===== src/rtl/sym_stream_sequencer.sv =====
// sym_stream_sequencer
//   Upstream stage for the two-state colour Mealy FSM. Symbol commands
//   {sym, len} are queued in a small FIFO. Each command is replayed as a run
//   of len+1 identical 2-bit symbols, one per clock, on sym_out. Between runs
//   the idle symbol is driven so the downstream FSM holds its state.
//
// Handshake: a command transfers on any rising clk edge where
//   cmd_valid && cmd_ready. cmd_ready depends only on the FIFO level, never on
//   cmd_valid. cmd_valid/cmd_sym/cmd_len are sampled only on that edge.
//
// Ports
//   clk        in   clock, rising edge
//   rst        in   asynchronous active-high reset
//   flush      in   synchronous clear of FIFO and current run (drops a same-edge push)
//   cmd_valid  in   command offered
//   cmd_ready  out  FIFO has room (level != DEPTH)
//   cmd_sym    in   symbol to emit
//   cmd_len    in   run length minus one (0 -> one cycle)
//   sym_out    out  registered symbol to the FSM `in` port
//   sym_valid  out  high while a run symbol is on sym_out
//   busy       out  run active or FIFO non-empty
//   level      out  FIFO occupancy
module sym_stream_sequencer #(
   parameter int         DEPTH    = 4,
   parameter int         CNT_W    = 4,
   parameter logic [1:0] IDLE_SYM = 2'h3
) (
   input  logic                         clk,
   input  logic                         rst,
   input  logic                         flush,
   input  logic                         cmd_valid,
   output logic                         cmd_ready,
   input  logic [1:0]                   cmd_sym,
   input  logic [CNT_W-1:0]             cmd_len,
   output logic [1:0]                   sym_out,
   output logic                         sym_valid,
   output logic                         busy,
   output logic [$clog2(DEPTH+1)-1:0]   level
);

   localparam int AW = $clog2(DEPTH);
   localparam int PW = AW + 1;
   localparam int LW = $clog2(DEPTH+1);
   localparam logic [LW-1:0] DEPTH_LVL = LW'(DEPTH);

   typedef enum logic {ST_IDLE = 1'b0, ST_RUN = 1'b1} state_t;

   state_t                 state_q, state_d;
   logic [PW-1:0]          wr_ptr_q, wr_ptr_d;
   logic [PW-1:0]          rd_ptr_q, rd_ptr_d;
   logic [CNT_W-1:0]       cnt_q, cnt_d;
   logic [1:0]             sym_out_q, sym_out_d;
   logic                   sym_valid_q, sym_valid_d;
   logic [CNT_W+1:0]       mem_q [DEPTH];

   logic                   empty;
   logic                   push;
   logic                   pop;
   logic [CNT_W+1:0]       head;
   logic [PW-1:0]          ptr_diff;

   // Pointers carry one extra wrap bit so full and empty are distinguishable.
   assign empty     = (wr_ptr_q == rd_ptr_q);
   assign ptr_diff  = wr_ptr_q - rd_ptr_q;
   assign level     = LW'(ptr_diff);
   assign cmd_ready = (level != DEPTH_LVL);
   assign head      = mem_q[rd_ptr_q[AW-1:0]];

   // A push coinciding with flush is discarded.
   assign push = cmd_valid && cmd_ready && !flush;
   // Load the next command when idle, or on the last cycle of the current
   // run so consecutive runs follow without a gap.
   assign pop  = !flush && !empty && ((state_q == ST_IDLE) || (cnt_q == '0));

   assign wr_ptr_d = flush ? '0 : wr_ptr_q + PW'(push);
   assign rd_ptr_d = flush ? '0 : rd_ptr_q + PW'(pop);

   // State register (with output/datapath flops)
   always_ff @(posedge clk or posedge rst) begin
      if (rst) begin
         state_q     <= ST_IDLE;
         wr_ptr_q    <= '0;
         rd_ptr_q    <= '0;
         cnt_q       <= '0;
         sym_out_q   <= IDLE_SYM;
         sym_valid_q <= 1'b0;
      end else begin
         state_q     <= state_d;
         wr_ptr_q    <= wr_ptr_d;
         rd_ptr_q    <= rd_ptr_d;
         cnt_q       <= cnt_d;
         sym_out_q   <= sym_out_d;
         sym_valid_q <= sym_valid_d;
      end
   end

   // Command storage needs no reset; entries are only read once written.
   always_ff @(posedge clk) begin
      if (push) begin
         mem_q[wr_ptr_q[AW-1:0]] <= {cmd_sym, cmd_len};
      end
   end

   // Next-state logic
   always_comb begin
      state_d = state_q;
      if (flush) begin
         state_d = ST_IDLE;
      end else begin
         case (state_q)
            ST_IDLE: if (!empty) state_d = ST_RUN;
            ST_RUN:  if ((cnt_q == '0) && empty) state_d = ST_IDLE;
            default: state_d = ST_IDLE;
         endcase
      end
   end

   // Output / datapath logic
   always_comb begin
      sym_out_d   = sym_out_q;
      sym_valid_d = sym_valid_q;
      cnt_d       = cnt_q;
      if (flush) begin
         sym_out_d   = IDLE_SYM;
         sym_valid_d = 1'b0;
         cnt_d       = '0;
      end else if (pop) begin
         sym_out_d   = head[CNT_W+1:CNT_W];
         sym_valid_d = 1'b1;
         cnt_d       = head[CNT_W-1:0];
      end else if (state_q == ST_RUN) begin
         if (cnt_q != '0) begin
            cnt_d = cnt_q - CNT_W'(1);
         end else begin
            sym_out_d   = IDLE_SYM;
            sym_valid_d = 1'b0;
         end
      end
   end

   assign sym_out   = sym_out_q;
   assign sym_valid = sym_valid_q;
   assign busy      = (state_q == ST_RUN) || (level != '0);

endmodule


===== config.mk =====
export PLATFORM = sky130hd
export DESIGN_NAME = sym_stream_sequencer
export DESIGN_NICKNAME = d
export VERILOG_FILES = /design/src/rtl/sym_stream_sequencer.sv
export SDC_FILE = /design/constraint.sdc
export NUM_CORES = 1
export LEC_CHECK = 0
export CORE_UTILIZATION = 50
export CTS_CLUSTER_SIZE = 28
export DETAILED_ROUTE_END_ITERATION = 10
export PLACE_DENSITY = 0.81
export RECOVER_POWER = 50
export SYNTH_ARGS = -nofsm -noshare
export SYNTH_HDL_FRONTEND = slang
export SYNTH_SLANG_ARGS = --single-unit

===== constraint.sdc =====
create_clock -name clk -period 2 [get_ports clk]
set_input_delay 0.4 -clock clk [delete_from_list [all_inputs] [get_ports clk]]
set_output_delay 0.4 -clock clk [all_outputs]
set_load 0.05 [all_outputs]

## After elaboration in Yosys (flattened, before gate mapping)

Memories as Yosys holds them, arrays and structs flattened.
Index checks and enable logic that the tools add are counted.
W data, S select, Z words.

| word-level totals | value |
|---|---|
| flip-flop bits (word level) | 14 |
| bits in writable memories | 24 |
| output and inout port bits | 8 |
| memories kept | 1 |

Memories:

| name | words | width | rd ports | clocked after Yosys merged registers in | wr ports | RTL line | text |
|---|---|---|---|---|---|---|---|
| mem_q | 4 | 6 | 1 | 0 | 1 | 54 | `logic [CNT_W+1:0] mem_q [DEPTH];` |

| operators by class | value |
|---|---|
| add/sub/neg operators | 4 |
| eq/ne operators | 3 |
| mux-type cells | 20 |
| bitwise gates (word level) | 1 |
| reductions and logical operators | 16 |

Operator list:

| operator | count |
|---|---|
| $mux W4 | 4 |
| $mux W1 | 9 |
| $reduce_bool A3 Y1 | 3 |
| $mux W2 | 4 |
| $add A3 B1 Y3 | 2 |
| $mux W3 | 2 |
| $ne A3 B3 Y1 const B | 2 |
| $logic_and A1 B1 Y1 | 5 |
| $logic_not A4 Y1 | 1 |
| $reduce_and A2 Y1 | 2 |
| $reduce_bool A4 Y1 | 1 |
| $sub A4 B1 Y4 const B | 1 |
| $eq A3 B3 Y1 | 1 |
| $sub A3 B3 Y3 | 1 |
| $logic_not A1 Y1 | 2 |
| $logic_or A1 B1 Y1 | 2 |
| $pmux W1 S2 | 1 |
| $not A1 Y1 | 1 |

## Logic depth before layout (Yosys ltp)

Gate-level depths: netlist of the first run.

| depth | value |
|---|---|
| depth after elaboration | 6 |
| gate-level depth with buffers | 11 |
| mapped depth without buffers | 11 |

## Worst setup path after synthesis of the first run

OpenSTA, ideal clock, no wires.

| timing | value |
|---|---|
| path type | reg-to-reg |
| from | reg wr_ptr_q[0] |
| to | reg wr_ptr_q[1] |
| data arrival time | 3.013 ns |
| data required time | 1.882 ns |
| setup slack | -1.131 ns |
| stages on the path, launching flop included | 11 |
| path buffers | 0 |
| clock period less this slack | 3.131 ns |
| path through | dfrtp_1 inv_1 ha_1 fa_1 xor3_1 nand3_1 nand3b_2 inv_1 ha_1 ha_1 nor2b_1 |

| on the way | value |
|---|---|
| cells in the longest elaborated chain, start to end | 6 |

RTL lines:

| element | RTL line | text |
|---|---|---|
| start: declaration | 49 | `logic [PW-1:0] wr_ptr_q, wr_ptr_d;` |
| start signal: assignment | 89 | `wr_ptr_q <= wr_ptr_d;` |
| $sub A3 B3 Y3 | 64 | `assign ptr_diff = wr_ptr_q - rd_ptr_q;` |
| named net level[2] | 38 | `output logic [$clog2(DEPTH+1)-1:0] level` |
| $ne A3 B3 Y1 | 66 | `assign cmd_ready = (level != DEPTH_LVL);` |
| named net cmd_ready | 32 | `output logic cmd_ready,` |
| $logic_and A1 B1 Y1 (2 in a row) | 70 | `assign push = cmd_valid && cmd_ready && !flush;` |
| $add A3 B1 Y3 | 75 | `assign wr_ptr_d = flush ? '0 : wr_ptr_q + PW'(push);` |
| $mux W3 | 75 |  |
| named net wr_ptr_d[1] | 49 |  |

The timed path passes the listed nets, and every way through them passes these cells.
A chain may end at the register's enable or synchronous reset.

## Worst setup path in the final report of the first run

| timing | value |
|---|---|
| from | reg rd_ptr_q[0] |
| to | out busy |

| on the way | value |
|---|---|
| cells in the longest elaborated chain, start to end | 3 |

RTL lines:

| element | RTL line | text |
|---|---|---|
| start: declaration | 50 | `logic [PW-1:0] rd_ptr_q, rd_ptr_d;` |
| start signal: assignment | 90 | `rd_ptr_q <= rd_ptr_d;` |
| $sub A3 B3 Y3 | 64 |  |
| $reduce_bool A3 Y1 | 143 | `assign busy = (state_q == ST_RUN) \|\| (level != '0);` |
| $logic_or A1 B1 Y1 | 143 |  |
| end: declaration | 37 | `output logic busy,` |

Every way passes these cells.

==> results of run 1 <==
## final cells by class
class	instances	area (um^2)
clock buffer	5	37.5
timing repair buffer	38	383
clock inverter	3	68.8
tap	46	57.6
fill	238	940
multi-input combinational	70	738
inverter	10	37.5
sequential	38	1070
## worst paths after layout
path / start / end / slack (ps) / depth (start not counted)
setup / recovery: rd_ptr_q[0]$_DFF_PP0_ / busy / -590 / 5
hold / removal: rst / wr_ptr_q[2]$_DFF_PP0_ / 540 / 2
setup reg to reg: rd_ptr_q[0]$_DFF_PP0_ / wr_ptr_q[1]$_DFF_PP0_ / -230 / 11
hold reg to reg: sym_out[0]$_DFFE_PP1P_ / sym_out[0]$_DFFE_PP1P_ / 560 / 2
max in group asynchronous: rst / wr_ptr_q[0]$_DFF_PP0_ / 1050 / 2
min in group clk: sym_out[0]$_DFFE_PP1P_ / sym_out[0]$_DFFE_PP1P_ / 560 / 2
## metrics by stage
step | std cells | setup WS [ps] | instance area (um^2) | util [%] | hold WS [ps]
floorplan | 121 | -493 | 1840 | - | 288
global placement | 200 | -197 | 2230 | 66.7 | 536
detailed placement | 200 | -228 | 2230 | 66.7 | 549
CTS | 209 | -590 | 2350 | 70.6 | 405
global route | 210 | -626 | 2400 | 71.8 | 570
finish | 210 | -585 | 2400 | 71.8 | 541
## sequential cells by signal, indices dropped and copies added, names as in the netlist
signal and count:
cnt_q 4, mem_q 24, rd_ptr_q 3, state_q 1
sym_out 2, sym_valid 1, wr_ptr_q 3
## critical path: cells and delay by family, from the launching register on
family	cells	cell delay (ps)
fa+ha+maj	2	710
buf+inv	2	210
flops	1	440
simple gates	1	480
## per-layer routing
| metal | vias to the layer above | global-route usage [%] |
|---|---|---|
| met1 | 549 | 25.7 |
| li1 | 522 | - |
| met2 | 30 | 35.4 |
| met4 | 0 | 7.47 |
| met3 | 6 | 6.51 |
| met5 | - | 0 |
## kinds of logic after synthesis
family          share of synthesized area [%]
xor+xnor                                 3.29
flops                                    61.4
fa+ha+maj                                6.87
compound gates                           6.44
buf+inv                                  2.86
simple gates                             10.8
mux                                      8.30
## cell usage in the layout, fill, tap and decap left out, types with 2 or more instances in the layout
master,netlist,final
edfxtp_1,24,24
a21oi_1,6,6
dlygate4sd3_1,0,7
o21ai_0,2,2
dfrtp_1,12,11
nor3_1,8,4
nand3b_1,2,2
clkdlybuf4s50_1,0,3
nand2_1,2,2
clkbuf_4,0,5
nor2b_1,4,2
buf_6,0,4
inv_1,10,7
mux4_2,6,6
nor2b_4,0,2
nor2_1,9,9
nand2b_1,3,3
o21bai_1,2,2
inv_2,0,3
ha_4,0,3
buf_12,0,4
bufinv_16,0,2
dfstp_2,2,2
ha_1,8,5
a31oi_1,2,2
buf_4,0,19
nor3_2,0,4
## power by group
part / internal [mW] / switching, mW
combinational: 0.797 / 0.857
sequential: 0.949 / 0.0861
clock: 0.391 / 0.261
total: 2.14 / 1.20
## repair_timing
action / 4_1_cts / 5_1_grt
pin swaps: 2 / 1
buffers inserted: 1 / 4
gates resized for setup: 5 / 9
hold endpoints to repair: 0 / 0
gates cloned: 0 / 0
endpoints found under the setup margin: 31 / 33
==> metrics.md, run 1 <==
| Metric | Value |
|---|---|
| Post-synthesis cell count | 121 |
| TNS Setup | -6760 ps |
| Ys async rst share | 36.8% |
| Tcrit/Tclk final | 129% |
| Max-slew headroom | 60.8% |
| Syn_area_per_cell | 14.4 um^2 |
| Max incr delay on CP | 540 ps |
| Via/cell ratio | 5.27 |
| DIE AREA | 3740 um^2 |
| #FFs+latches synth | 38 |
| Cell leakage power | 0.947 nW |
| Worst-path clk slew | 120 ps |
| H-tree depth | 2 |
| Outcome | finished with violations |
| Final Critical Period | 2590 ps |
| Number of global-route vias before repair | 1181 |
| Clk sink count | 38 |
| Total gr overflow | 0 |
| GRT Total Usage | 21.1% |
| HP Class | primary input to asynchronous set/reset pin |
| DRC violation count after routing | 0 |
| Post-synth top cells | 24 x edfxtp_1, 12 x dfrtp_1, 10 x inv_1 |
| Antenna violations before repair | 0 |
| Post-DP HPWL | 2480 um |
| Max layer used | met4 |
| Hold Vio Cnt, Final | 0 |
| First DRT Iteration DRCs | 82 |
| Clock tree buffer depth | 2 |
| Yosys cell types | 33 |
| Die span in x | 61.1 um |
| EDFF count, synth | 24 |
| ANT cells | 0 |
| Count leader, synth | edfxtp_1 |
| Pre-antenna DRT Iters | 4 |
| Share of cells above drive strength 1 | 41.5% |
| CTS tree | yes |
| Number of buffers created by CTS | 5 |
| Crit end category | primary output |
| Final #Nets | 182 |
| WS Path Type | flop to primary output |
| Largest net degree at the start of global routing | 15 |
| ANT nets after route | 0 |
| Setup Skew | 11.5 ps |
| Setup ws final | -585 ps |
| Worst-Margin Slew | 587 ps |
| Routed wire length | 3400 um |
| VDD IR-drop max | 0.739 mV |
| Post-synth top area share | 41.2% |
| RSZ-0062 raised after global routing | true |
| Post-DR wirelength/cell | 16.2 um |
| I/O Buffers | 17 |
| Area grow syn2layout | 37.2% |
| Max Transition Viols Final | 0 |
| Met2 WL | 1760 um |
| Failing checks | negative setup slack |
| Met1 WL | 1450 um |
| Via count | 1107 |
| Die extent in y | 61.1 um |
| Pwr/cell area | 1390 nW/um^2 |
| CP max FO | 2 |
| Starting Density | 52.4% |
| Clock Latency Late Sink | 350 ps |
| Core area | 3340 um^2 |
| Fmax | 387 MHz |
| Part of the Yosys area used for sequential elements | 61.4% |
| Crit path cell chain | ha_4, fa_2, inv_2, or4_4, buf_8 |
| CP max stage cell | fa_2 |
| Maxcap violations | 0 |
| Most used DFF post-synth | edfxtp_1 |
| Count of final setup violators | 31 |
| RD Place Congestion | 0.800 |
| Critical path required time | 1600 ps |
| Data arrival, critical path | 2190 ps |
| Synth area leaders | edfxtp_1 41%, dfrtp_1 17%, mux4_2 7.7%, ha_1 5.7%, dfstp_2 3.0% |
| Site Rows | 21 |
| Mapped Area | 1750 um^2 |
| Power Total | 3.34 mW |
| Routed wl met3 | 155 um |
| First-pass GRT wire length | 5440 um |
| # hold bufs at CTS | 0 |
| YS warnings | 0 |
| Worst setup SP type | flop |
| Clock Tree Root | clkbuf_4 |
| Synthesized netlist net count | 140 |
| IO Pins | 18 |
| Cell accounting for the most synthesized area | edfxtp_1 |
Power figures use the tool's default switching activity.
==> inputs of run 2 (changes only) <==
Settings changed: REMOVE_ABC_BUFFERS set to 1, SLEW_MARGIN set to 15.
==> run 2 against run 1 <==
  * The run still ends with negative setup slack left
  * Sequential power about the same
  * Clock power up 1%
  * Worst setup slack worse by 19 ps
  * Maximum frequency down 0.73%
  * Cell area up 2.8%
  * Die area unchanged
  * Largest cell class unchanged
==> metrics.md, run 2 (same netlist as run 1, synthesis figures left out) <==
| Metric | Value |
|---|---|
| Clock Tree Root | clkbuf_4 |
| Via count | 1199 (+8.3%) |
| Most used cell, CP | inv_2 |
| Worst-path clk slew | 130 ps (about the same) |
| Worst reg2reg path depth | 12 (+1) |
| Clock tree buffer depth | 2 (unchanged) |
| Routed wire length | 4200 um (+24%) |
| GRT Total Usage | 24.4% (+3.4 points) |
| Hold Vio Cnt, Final | 0 (unchanged) |
| Pre-antenna DRT Iters | 4 (unchanged) |
| Die span in x | 61.1 um (unchanged) |
| I/O Buffers | 17 (unchanged) |
| Worst-Margin Slew | 545 ps (-42.7 ps) |
| DRC violation count after routing | 0 (unchanged) |
| Post-DR wirelength/cell | 19.5 um (+21%) |
| Data arrival, critical path | 2200 ps (about the same) |
| CP max FO | 2 (unchanged) |
| Final #Nets | 187 (+2.7%) |
| Crit path cell chain | inv_2, ha_4, fa_2, inv_2, or4_4, buf_8 |
| CTS tree | yes |
| Total gr overflow | 0 (unchanged) |
| Critical path required time | 1600 ps (about the same) |
| Commonest cells after routing, fill and taps aside | 24 x edfxtp_1, 19 x buf_4, 12 x dfrtp_1, 9 x nor2_1, 9 x buf_6 |
| H-tree depth | 2 (unchanged) |
| Max reg flops | 24 (unchanged) |
| IO Pins | 18 (unchanged) |
| Cell leakage power | 0.983 nW (+3.8%) |
| HP Class | primary input to asynchronous set/reset pin |
| Clk sink count | 38 (unchanged) |
| RD Place Congestion | 0.812 (+1.5%) |
| VDD IR-drop max | 0.849 mV (+15%) |
| Maxcap violations | 0 (unchanged) |
| P_sw | 1.30 mW (+8.3%) |
| ANT nets after route | 0 (unchanged) |
| Worst setup SP type | flop |
| Final Critical Period | 2600 ps (+19.1 ps) |
| Outcome | finished with violations |
| WS Path Type | flop to primary output |
| Number of buffers created by CTS | 5 (unchanged) |
| # hold bufs at CTS | 0 (unchanged) |
| Pwr/cell area | 1410 nW/um^2 (+1.3%) |
| First DRT Iteration DRCs | 82 (unchanged) |
| Core area | 3340 um^2 (unchanged) |
| Crit end category | primary output |
| WHS | 501 ps (-39.9 ps) |
| Max-slew headroom | 63.7% (+2.9 points) |
| Reg2Reg Setup Slack | -420 ps (-190 ps) |
| Share of cells above drive strength 1 | 40.8% (-0.64 points) |
| CP max stage cell | fa_2 |
| RSZ-0062 raised after global routing | true |
| Count of final setup violators | 31 (unchanged) |
| CP Buf/Inv Count | 3 (+1) |
| Part of the power in the clock network | 19.0% (-0.5 points) |
| Cell area after layout | 2460 um^2 (+2.8%) |
| Site Rows | 21 (unchanged) |
| Placed Area | 2140 um^2 (-3.9%) |
| Setup ws final | -604 ps (-19.1 ps) |
| Number of global-route vias before repair | 1243 (+5.2%) |
| Logic pwr share | 51.0% (+1.5 points) |
| First-pass GRT wire length | 6160 um (+13%) |
| Sw frac | 37.5% (+1.4 points) |
| Antenna violations before repair | 0 (unchanged) |
| ANT cells | 0 (unchanged) |
| Worst r2r dst | mem_q[1][4]$_DFFE_PP_ |
| Leading cell type in the layout, fill and taps excluded | edfxtp_1 |
| Largest net degree at the start of global routing | 15 (unchanged) |
| Max incr delay on CP | 550 ps (about the same) |
| Worst r2r src | wr_ptr_q[0]$_DFF_PP0_ |
| DIE AREA | 3740 um^2 (unchanged) |
| Fmax | 384 MHz (-0.73%) |
| CP delay by family, top | adder cells |
| Clock Latency Late Sink | 360 ps (about the same) |
| Tcrit/Tclk final | 130% (+0.96 points) |
| Via/cell ratio | 5.58 (+5.8%) |
| Max Transition Viols Final | 0 (unchanged) |
| Post-DP HPWL | 2580 um (+4.4%) |
| Area grow syn2layout | 40.9% |
| Starting Density | 52.4% (unchanged) |
| Die extent in y | 61.1 um (unchanged) |
| Part of the power in registers | 30.0% (-1.0 points) |
| Failing checks | negative setup slack |
| Setup Skew | 13.0 ps (+1.44 ps) |
| Pint | 2.17 mW (+1.8%) |
-- run 2: how the worst max path moves through the flow --
stage / startpoint / to / cells past startpoint
finish: wr_ptr_q[0]$_DFF_PP0_ / busy / 6
global route: wr_ptr_q[0]$_DFF_PP0_ / busy / 6
CTS: rd_ptr_q[0]$_DFF_PP0_ / busy / 5
detailed placement: wr_ptr_q[0]$_DFF_PP0_ / mem_q[3][4]$_DFFE_PP_ / 9
global placement: wr_ptr_q[0]$_DFF_PP0_ / busy / 6
floorplan: rd_ptr_q[0]$_DFF_PP0_ / wr_ptr_q[1]$_DFF_PP0_ / 9
-- run 2: final cells by class --
cell class,instances,area [um^2]
sequential,38,1070
fill,208,873
multi-input combinational,70,747
timing repair buffer,43,439
clock inverter,3,68.8
tap,46,57.6
inverter,10,40.0
clock buffer,5,37.5
-- run 2: what timing repair did --
action	CTS	global route
pin swaps	4	6
setup endpoints to repair	31	33
buffers inserted	3	5
gates resized for setup	16	20
-- run 2: metal layers --
metal	global-route usage (%)	routed length (um)	vias to the layer above
met1	29.7	1710	626
met4	10.1	69	0
met3	4.62	148	10
met2	42.9	2270	31
li1	-	-	532
met5	0	0	-
-- run 2: per-stage QoR --
step	std cells	setup TNS (ps)	utilization (%)	total power, mW	setup slack, ps
floorplan	118	-30750	-	1.92	-1230
global placement	200	-4200	64.1	2.44	-170
CTS	211	-6390	70.0	3.27	-562
detailed placement	200	-7180	64.1	2.51	-307
global route	215	-14430	73.8	3.62	-646
finish	215	-12270	73.8	3.48	-604
-- run 2: power by group through the flow --
stage                     Combinational [mW]  Sequential (mW)  Clock (mW)
after floorplan                        0.787             1.13           0
after CTS                               1.57             1.03       0.669
after detailed placement                1.46             1.05           0
after global routing                    1.87             1.05       0.701
after global placement                  1.40             1.04           0
final                                   1.77             1.04       0.660
